**src/rtl/pipe_ctrl.sv**
```systemverilog
// Central stall/flush controller for a five-register in-order pipeline.
// Arbitrates fetch/decode stall requests, EX branch redirects and multi-cycle
// memory accesses into per-register hold/flush strobes and a PC redirect.
// A memory access that outlasts MEM_TIMEOUT cycles parks the pipeline in a
// sticky error state that only reset can leave.
module pipe_ctrl #(
  parameter int unsigned MEM_TIMEOUT = 255,
  parameter int unsigned CNT_W       = 32
) (
  input  logic             clk,
  input  logic             rst,
  input  logic             if_stallreq,
  input  logic             id_stallreq,
  input  logic             ex_branch_taken,
  input  logic [31:0]      ex_branch_pc,
  input  logic             mem_req,
  input  logic             mem_done,
  output logic             pc_hold,
  output logic             if_id_hold,
  output logic             if_id_flush,
  output logic             id_ex_hold,
  output logic             id_ex_flush,
  output logic             ex_mem_hold,
  output logic             mem_wb_flush,
  output logic             redirect_valid,
  output logic [31:0]      redirect_pc,
  output logic             err,
  output logic [CNT_W-1:0] stall_cnt,
  output logic [CNT_W-1:0] flush_cnt
);

  localparam int unsigned WAIT_W = $clog2(MEM_TIMEOUT + 1);

  // One extra bit so the incremented wait count can never alias to zero.
  localparam logic [WAIT_W:0]   WAIT_LIMIT = (WAIT_W + 1)'(MEM_TIMEOUT);
  localparam logic [WAIT_W-1:0] WAIT_FIRST = WAIT_W'(1);
  localparam logic [CNT_W-1:0]  CNT_MAX    = {CNT_W{1'b1}};

  typedef enum logic [1:0] {
    ST_RUN      = 2'd0,
    ST_MEM_WAIT = 2'd1,
    ST_ERR      = 2'd2
  } state_e;

  state_e            state_q, state_d;
  logic [WAIT_W-1:0] wait_cnt_q, wait_cnt_d;
  logic [WAIT_W:0]   wait_inc;
  logic              err_q, err_d;
  logic [CNT_W-1:0]  stall_cnt_q, stall_cnt_d;
  logic [CNT_W-1:0]  flush_cnt_q, flush_cnt_d;

  assign wait_inc = {1'b0, wait_cnt_q} + 1'b1;

  // Next-state logic and the combinational hold/flush/redirect strobes.
  always_comb begin
    // NOTE: every signal driven here gets a default first, so no path through
    // the case/if tree can leave one unassigned and infer a latch.
    state_d        = state_q;
    wait_cnt_d     = wait_cnt_q;
    err_d          = err_q;
    pc_hold        = 1'b0;
    if_id_hold     = 1'b0;
    if_id_flush    = 1'b0;
    id_ex_hold     = 1'b0;
    id_ex_flush    = 1'b0;
    ex_mem_hold    = 1'b0;
    mem_wb_flush   = 1'b0;
    redirect_valid = 1'b0;
    redirect_pc    = 32'h0;

    if (!rst) begin
      // Fill every stage with bubbles while reset is held.
      if_id_flush  = 1'b1;
      id_ex_flush  = 1'b1;
      mem_wb_flush = 1'b1;
    end else begin
      unique case (state_q)
        ST_RUN: begin
          if (mem_req && !mem_done) begin
            pc_hold      = 1'b1;
            if_id_hold   = 1'b1;
            id_ex_hold   = 1'b1;
            ex_mem_hold  = 1'b1;
            mem_wb_flush = 1'b1;
            state_d      = ST_MEM_WAIT;
            wait_cnt_d   = WAIT_FIRST;
          end else if (ex_branch_taken) begin
            redirect_valid = 1'b1;
            redirect_pc    = ex_branch_pc;
            if_id_flush    = 1'b1;
            id_ex_flush    = 1'b1;
          end else if (id_stallreq) begin
            pc_hold     = 1'b1;
            if_id_hold  = 1'b1;
            id_ex_flush = 1'b1;
          end else if (if_stallreq) begin
            pc_hold     = 1'b1;
            if_id_flush = 1'b1;
          end
        end

        ST_MEM_WAIT: begin
          if (mem_done) begin
            // Pipeline advances on this edge; branch/stall requests wait for RUN.
            state_d = ST_RUN;
          end else begin
            pc_hold      = 1'b1;
            if_id_hold   = 1'b1;
            id_ex_hold   = 1'b1;
            ex_mem_hold  = 1'b1;
            mem_wb_flush = 1'b1;
            if (wait_inc >= WAIT_LIMIT) begin
              wait_cnt_d = WAIT_LIMIT[WAIT_W-1:0];
              state_d    = ST_ERR;
              err_d      = 1'b1;
            end else begin
              wait_cnt_d = wait_inc[WAIT_W-1:0];
            end
          end
        end

        ST_ERR: begin
          pc_hold      = 1'b1;
          if_id_hold   = 1'b1;
          id_ex_hold   = 1'b1;
          ex_mem_hold  = 1'b1;
          mem_wb_flush = 1'b1;
          err_d        = 1'b1;
        end

        default: begin
          state_d = ST_ERR;
          err_d   = 1'b1;
        end
      endcase
    end
  end

  // Saturating performance counters: stalled cycles and taken redirects.
  always_comb begin
    stall_cnt_d = stall_cnt_q;
    flush_cnt_d = flush_cnt_q;
    if (pc_hold && (stall_cnt_q != CNT_MAX)) begin
      stall_cnt_d = stall_cnt_q + 1'b1;
    end
    if (redirect_valid && (flush_cnt_q != CNT_MAX)) begin
      flush_cnt_d = flush_cnt_q + 1'b1;
    end
  end

  // State, wait counter, error flag and perf counters with synchronous reset.
  always_ff @(posedge clk) begin
    // NOTE: sequential state uses non-blocking assignments so every register
    // samples its _d value from before the edge, independent of statement order.
    if (!rst) begin
      state_q     <= ST_RUN;
      wait_cnt_q  <= '0;
      err_q       <= 1'b0;
      stall_cnt_q <= '0;
      flush_cnt_q <= '0;
    end else begin
      state_q     <= state_d;
      wait_cnt_q  <= wait_cnt_d;
      err_q       <= err_d;
      stall_cnt_q <= stall_cnt_d;
      flush_cnt_q <= flush_cnt_d;
    end
  end

  assign err       = err_q;
  assign stall_cnt = stall_cnt_q;
  assign flush_cnt = flush_cnt_q;

endmodule

```
**config.mk**
```make
export PLATFORM = sky130hd
export DESIGN_NAME = pipe_ctrl
export DESIGN_NICKNAME = d
export VERILOG_FILES = /design/src/rtl/pipe_ctrl.sv
export SDC_FILE = /design/constraint.sdc
export NUM_CORES = 1
export LEC_CHECK = 0
export ABC_CLOCK_PERIOD_IN_PS = 1900
export CAP_MARGIN = 20
export CORE_MARGIN = 4
export CORE_UTILIZATION = 39
export DETAILED_ROUTE_END_ITERATION = 8
export GPL_ROUTABILITY_DRIVEN = 1
export GPL_TIMING_DRIVEN = 0
export PLACE_DENSITY_LB_ADDON = 0.15
export RECOVER_POWER = 50
export SETUP_SLACK_MARGIN = 0.15
export SLEW_MARGIN = 20
export SYNTH_ARGS = -nofsm -noshare
export SYNTH_HDL_FRONTEND = slang
export SYNTH_SLANG_ARGS = --single-unit
```
**constraint.sdc**
```tcl
create_clock -name clk -period 1.9 [get_ports clk]
set_input_delay 0.475 -clock clk [delete_from_list [all_inputs] [get_ports clk]]
set_output_delay 0.475 -clock clk [all_outputs]
set_load 0.005 [all_outputs]
```
; ---- Word-level counts from Yosys, hierarchy flattened
; Index checks and enable logic that the tools add are counted.
; W data, S select, Z words.
[totals]
reg_bits = 75
in_bits = 39
elab_cells = 72
out_inout_bits = 105
[classes]
bitwise = 2
n_mux = 44
magnitude_cmp = 1
n_reduce_logical = 9
eq_ne = 8
add_sub_neg = 3
[ops]
columns = operator, n
row1 = $mux W32, 4
row2 = $add A32 B1 Y32 const B, 2
row3 = $ne A32 B32 Y1 const B, 2
row4 = $mux W1, 28
row5 = $mux W8, 3
row6 = $pmux W8 S2, 1
row7 = $add A8 B1 Y9 const B, 1
row8 = $ge A9 B8 Y1 const B, 1
row9 = $pmux W1 S3, 3
row10 = $reduce_and A3 Y1, 3
row11 = $mux W2, 3
row12 = $ne A2 B2 Y1 const B, 3
row13 = $pmux W2 S3, 1
row14 = $logic_and A1 B1 Y1, 3
row15 = $ne A3 B3 Y1 const B, 1
row16 = $eq A2 B1 Y1 const B, 1
row17 = $eq A2 B2 Y1 const B, 1
row18 = $logic_not A2 Y1, 1
row19 = $not A1 Y1, 2
row20 = $pmux W1 S2, 1
row21 = $reduce_bool A2 Y1, 1
row22 = $logic_not A1 Y1, 1

; ---- Depth between registers and ports, before layout
[depth]
word_depth = 7
ltp_mapped = 9
ltp_nobuf = 7

; ---- Least setup slack after synthesis
; OpenSTA, ideal clock, no wires.
[synth_path]
kind = register -> output
startpoint = register state_q[0]
endpoint = output redirect_pc[22]
t_arrival_ns = 1.503
t_required_ns = 1.425
path_slack_ns = -0.078
path_stages_with_launch = 7
n_path_buf = 3
path_cell_list = dfxtp_1 buf_2 nor2_1 o2111a_1 clkbuf_1 clkbuf_1 and2_1
[synth_via]
elab_chain_cells = 3
[synth_rtl]
columns = element, line
row1 = "start, declared", 45  ; state_e state_q, state_d;
row2 = "start signal, assigned", 162  ; state_q <= state_d;
row3 = $logic_not A2 Y1, 77  ; unique case (state_q)
row4 = $mux W32, 77
row5 = $mux W32, 71  ; if (!rst) begin
row6 = "end, declared", 26  ; output logic [31:0] redirect_pc,
; Every way passes these cells.

; ---- Worst setup path after layout
[layout_path]
startpoint = register state_q[0]
endpoint = output redirect_pc[16]
; The elaborated chain is that of the path after synthesis.

==> results_dict.tcl <==
set metrics [dict create \
    final-setup-viol-count 83 \
    rrSetupSlack_ns -0.21 \
    grt_remaining_overflow 0 \
    worstSetupStartpoint "state_q[0]" \
    regToRegEndpoint "flush_cnt[19]" \
    drt_wl_total_um 16890 \
    cts.sink_count 75 \
    p_seq_share_pct 49.6 \
    worst_skew_pair.late_latency_ns 0.36 \
    grt_pass1_vias 4615 \
    place_congestion 0.9240 \
    cp_max_delay_cell "dfxtp_2" \
    ys_dominant_reg_cell "dfxtp_1" \
    synth_area_per_cell_um2 8.022 \
    synthCells 515 \
    final.setup.worst_slack_ns -0.2887 \
    cts_root_buf "clkbuf_8" \
    max_cap_viol_count 0 \
    drv_slew 0 \
    post_cts_hold_buffer_count 0 \
    number_of_inserted_diodes 0 \
    global_route.usage.met2_pct 39.89 \
    power_switching_mw 0.8416 \
    grt_util_all_layers_pct 23.21 \
    synth_edf_count 0 \
    area_growth_syn_to_layout_pct 88.52 \
    total_nets_final 791 \
    fmaxAchievable_ghz 0.4569 \
    globalRouteMet1Util_pct 27.90 \
    buffer_ports.inserted 143 \
    vdd.ir_drop.worst_uv 356.8 \
    path_max_fanout 8 \
    post_drt_wl_per_cell_um 19.08 \
    async_flop_share_pct 0 \
    category_of_the_worst_setup_path_capture_point "primary output" \
    tritoncts_clock_tree "done" \
    cts-buffers-inserted 9 \
    antenna_found_initial 0 \
    power.share.clock_pct 32.5 \
    p_leak_nw 3.267 \
    fp-row-count 37 \
    initialDrtViolationCount 195 \
    hold-worst-slack_ns 0.4666 \
    commonest_cells_in_the_netlist "75 x dfxtp_1, 61 x nor2_1, 43 x and2_1" \
    chipWidth_um 110.9 \
    violated_checks "negative setup slack" \
    ys_ff_latch 75 \
    power.switching_fraction_pct 26.79 \
    synthesis.yosys.warnings 0 \
    yosys.area.top_type "dfxtp_1" \
    syn_area_um2 4131 \
    period_minus_slack_ns 2.189 \
    max_stage_delay_ns 0.34 \
    arrival_ns 1.71 \
    clk_path_buf_depth 2 \
    dieArea_um2 12300 \
    worstSetupPathType "flop to primary output" \
    vias 4959 \
    critPathCapture "redirect_pc[16]" \
    timing.critical_path.required_ns 1.42 \
    initial_core_util_pct 40.02 \
    clk_pin_slew_ns 0.08 \
    layout-drive-gt1-share_pct 47.00 \
    coreArea_um2 10320 \
    hold_viol 0 \
    ys_types 51 \
    synth_area_leaders "dfxtp_1 36%, xnor2_1 6.6%, and2_1 6.5%" \
    worst_slew_pin_slew_ns 0.5979 \
    top_level_ports 144 \
    ant_nets 0 \
    cts-htree-levels 3 \
    final.period_utilization_pct 115.2 \
    die_h_um 110.9 \
    post_drt_via_cell_ratio 5.603 \
    outcome "finished with violations" \
    pwr_per_cell_area_nw_per_um2 403.3 \
    place_hpwl_um 9794 \
    most_instantiated_library_cell_after_synthesis "dfxtp_1" \
    synth.net_count 558 \
    cp_common_cell "buf_6" \
    placed_insts 794 \
    drt-pass1-iter-count 5 \
    top_usage_layer "met2" \
    crit_path_start_kind "flop" \
    regToRegStartpoint "state_q[0]" \
    fin_worst_skew_ns 0.008388 \
    hold_class "flop to flop" \
    groute.layer.met3.usage_pct 5.786 \
    critical_path.cell_chain "buf_6 > nor2_4 > o2111a_2 > buf_12 > buf_8 > and2_4 > buf_6" \
    fraction_of_the_yosys_area_taken_by_sequential_cells_pct 36.34 \
    combinational_share_of_power_pct 17.9 \
    p_int_mw 2.300 \
    grt_pass1_wl_um 23640 \
    rsz0062_at_grt "yes" \
    synth_top_cell_area_share_pct 36.34 \
    largest_net_degree_at_the_start_of_global_routing 11 \
    detail_route.drc_violations 0 \
    worst_slew_margin_rel_pct 60.14 \
    layoutNonFillerInstCount 885 \
    ff2ff_path_depth 10 \
    total_power_mw 3.141 \
]
-- critical path: cells and delay by family (launching register included) --
family          cells  cell delay [ns]
buf+inv             4             0.48
flops               1             0.34
compound gates      1             0.27
simple gates        2             0.25
-- cell usage in the layout, fill, tap and decap left out, types with 17 or more instances in the layout --
master and n:
clkdlybuf4s50_1 77, buf_6 59, nor2_1 53, buf_4 52
dfxtp_4 37, nand2_1 34, and2_4 34, nand4_1 33
dfxtp_2 30, xnor2_1 26, and3_1 19, o21ai_0 17
-- repair_timing --
item,4_1_cts,5_1_grt
endpoints found under the setup margin,164,148
resized for setup,408,171
setup buffers,37,33
cloned,7,2
pin swaps,93,70
-- power groups by stage --
stage | clock (mW) | combinational, mW | sequential, mW
final | 1.02 | 0.562 | 1.56
after CTS | 1.03 | 0.433 | 1.58
after detailed placement | 0 | 0.350 | 1.63
after floorplan | 0 | 0.135 | 1.63
after global placement | 0 | 0.346 | 1.63
after global routing | 1.10 | 0.590 | 1.56
-- per-stage QoR --
stage	TNS (ns)	cell area, µm²	util [%]	setup WS (ns)
after CTS	-7.724	6878	66.62	-0.2357
after global routing	-17.10	7789	75.45	-0.3295
after global placement	-62.42	5773	55.92	-1.237
final	-13.57	7789	75.45	-0.2887
after detailed placement	-64.43	5773	55.92	-1.201
after floorplan	0	4172	-	0.1562
-- state kept, by name (all words and copies together), names as in the netlist --
name / cells
stall_cnt: 32
wait_cnt_q: 8
err: 1
flush_cnt: 32
state_q: 2
-- cell families (layout without fill, tap and decap cells) --
logic type               after synthesis  after routing  synth area share, %
multiplexers                          12             12                2.907
AO/OA/AOI/OAI                         64             64                9.207
buffers and inverters                 35            269                3.906
AND/OR/NAND/NOR                      284            284                37.73
XOR/XNOR                              41             41                8.692
adder cells (fa/ha/maj)                4              4                1.211
flip-flops                            75             75                36.34
-- worst min path at each step --
stage,slack [ns],start,cells after the start,endpoint
2_1_floorplan,0.46,wait_cnt_q[3],2,wait_cnt_q[3]
3_3_place_gp,0.48,flush_cnt[4],1,flush_cnt[4]
3_5_place_dp,0.48,stall_cnt[6],1,stall_cnt[6]
4_1_cts,0.46,stall_cnt[6],1,stall_cnt[6]
5_1_grt,0.50,stall_cnt[5],1,stall_cnt[5]
6_report,0.47,stall_cnt[6],1,stall_cnt[6]
-- area by class of cell --
cell class	instances	area (µm²)
inverter	12	45.04
multi-input combinational	405	3291
tap	136	170.2
clock buffer	11	131.4
fill	689	2535
sequential	75	1678
buffer	23	242.7
timing repair buffer	222	2226
clock inverter	1	5.005
-- metal layers --
layer | wire, µm | vias up
li1 | - | 2283
met1 | 6563 | 2358
met2 | 8408 | 260
met3 | 1232 | 58
met4 | 686 | 0
met5 | 0 | -
No activity file was read; power rests on OpenSTA's default activity.
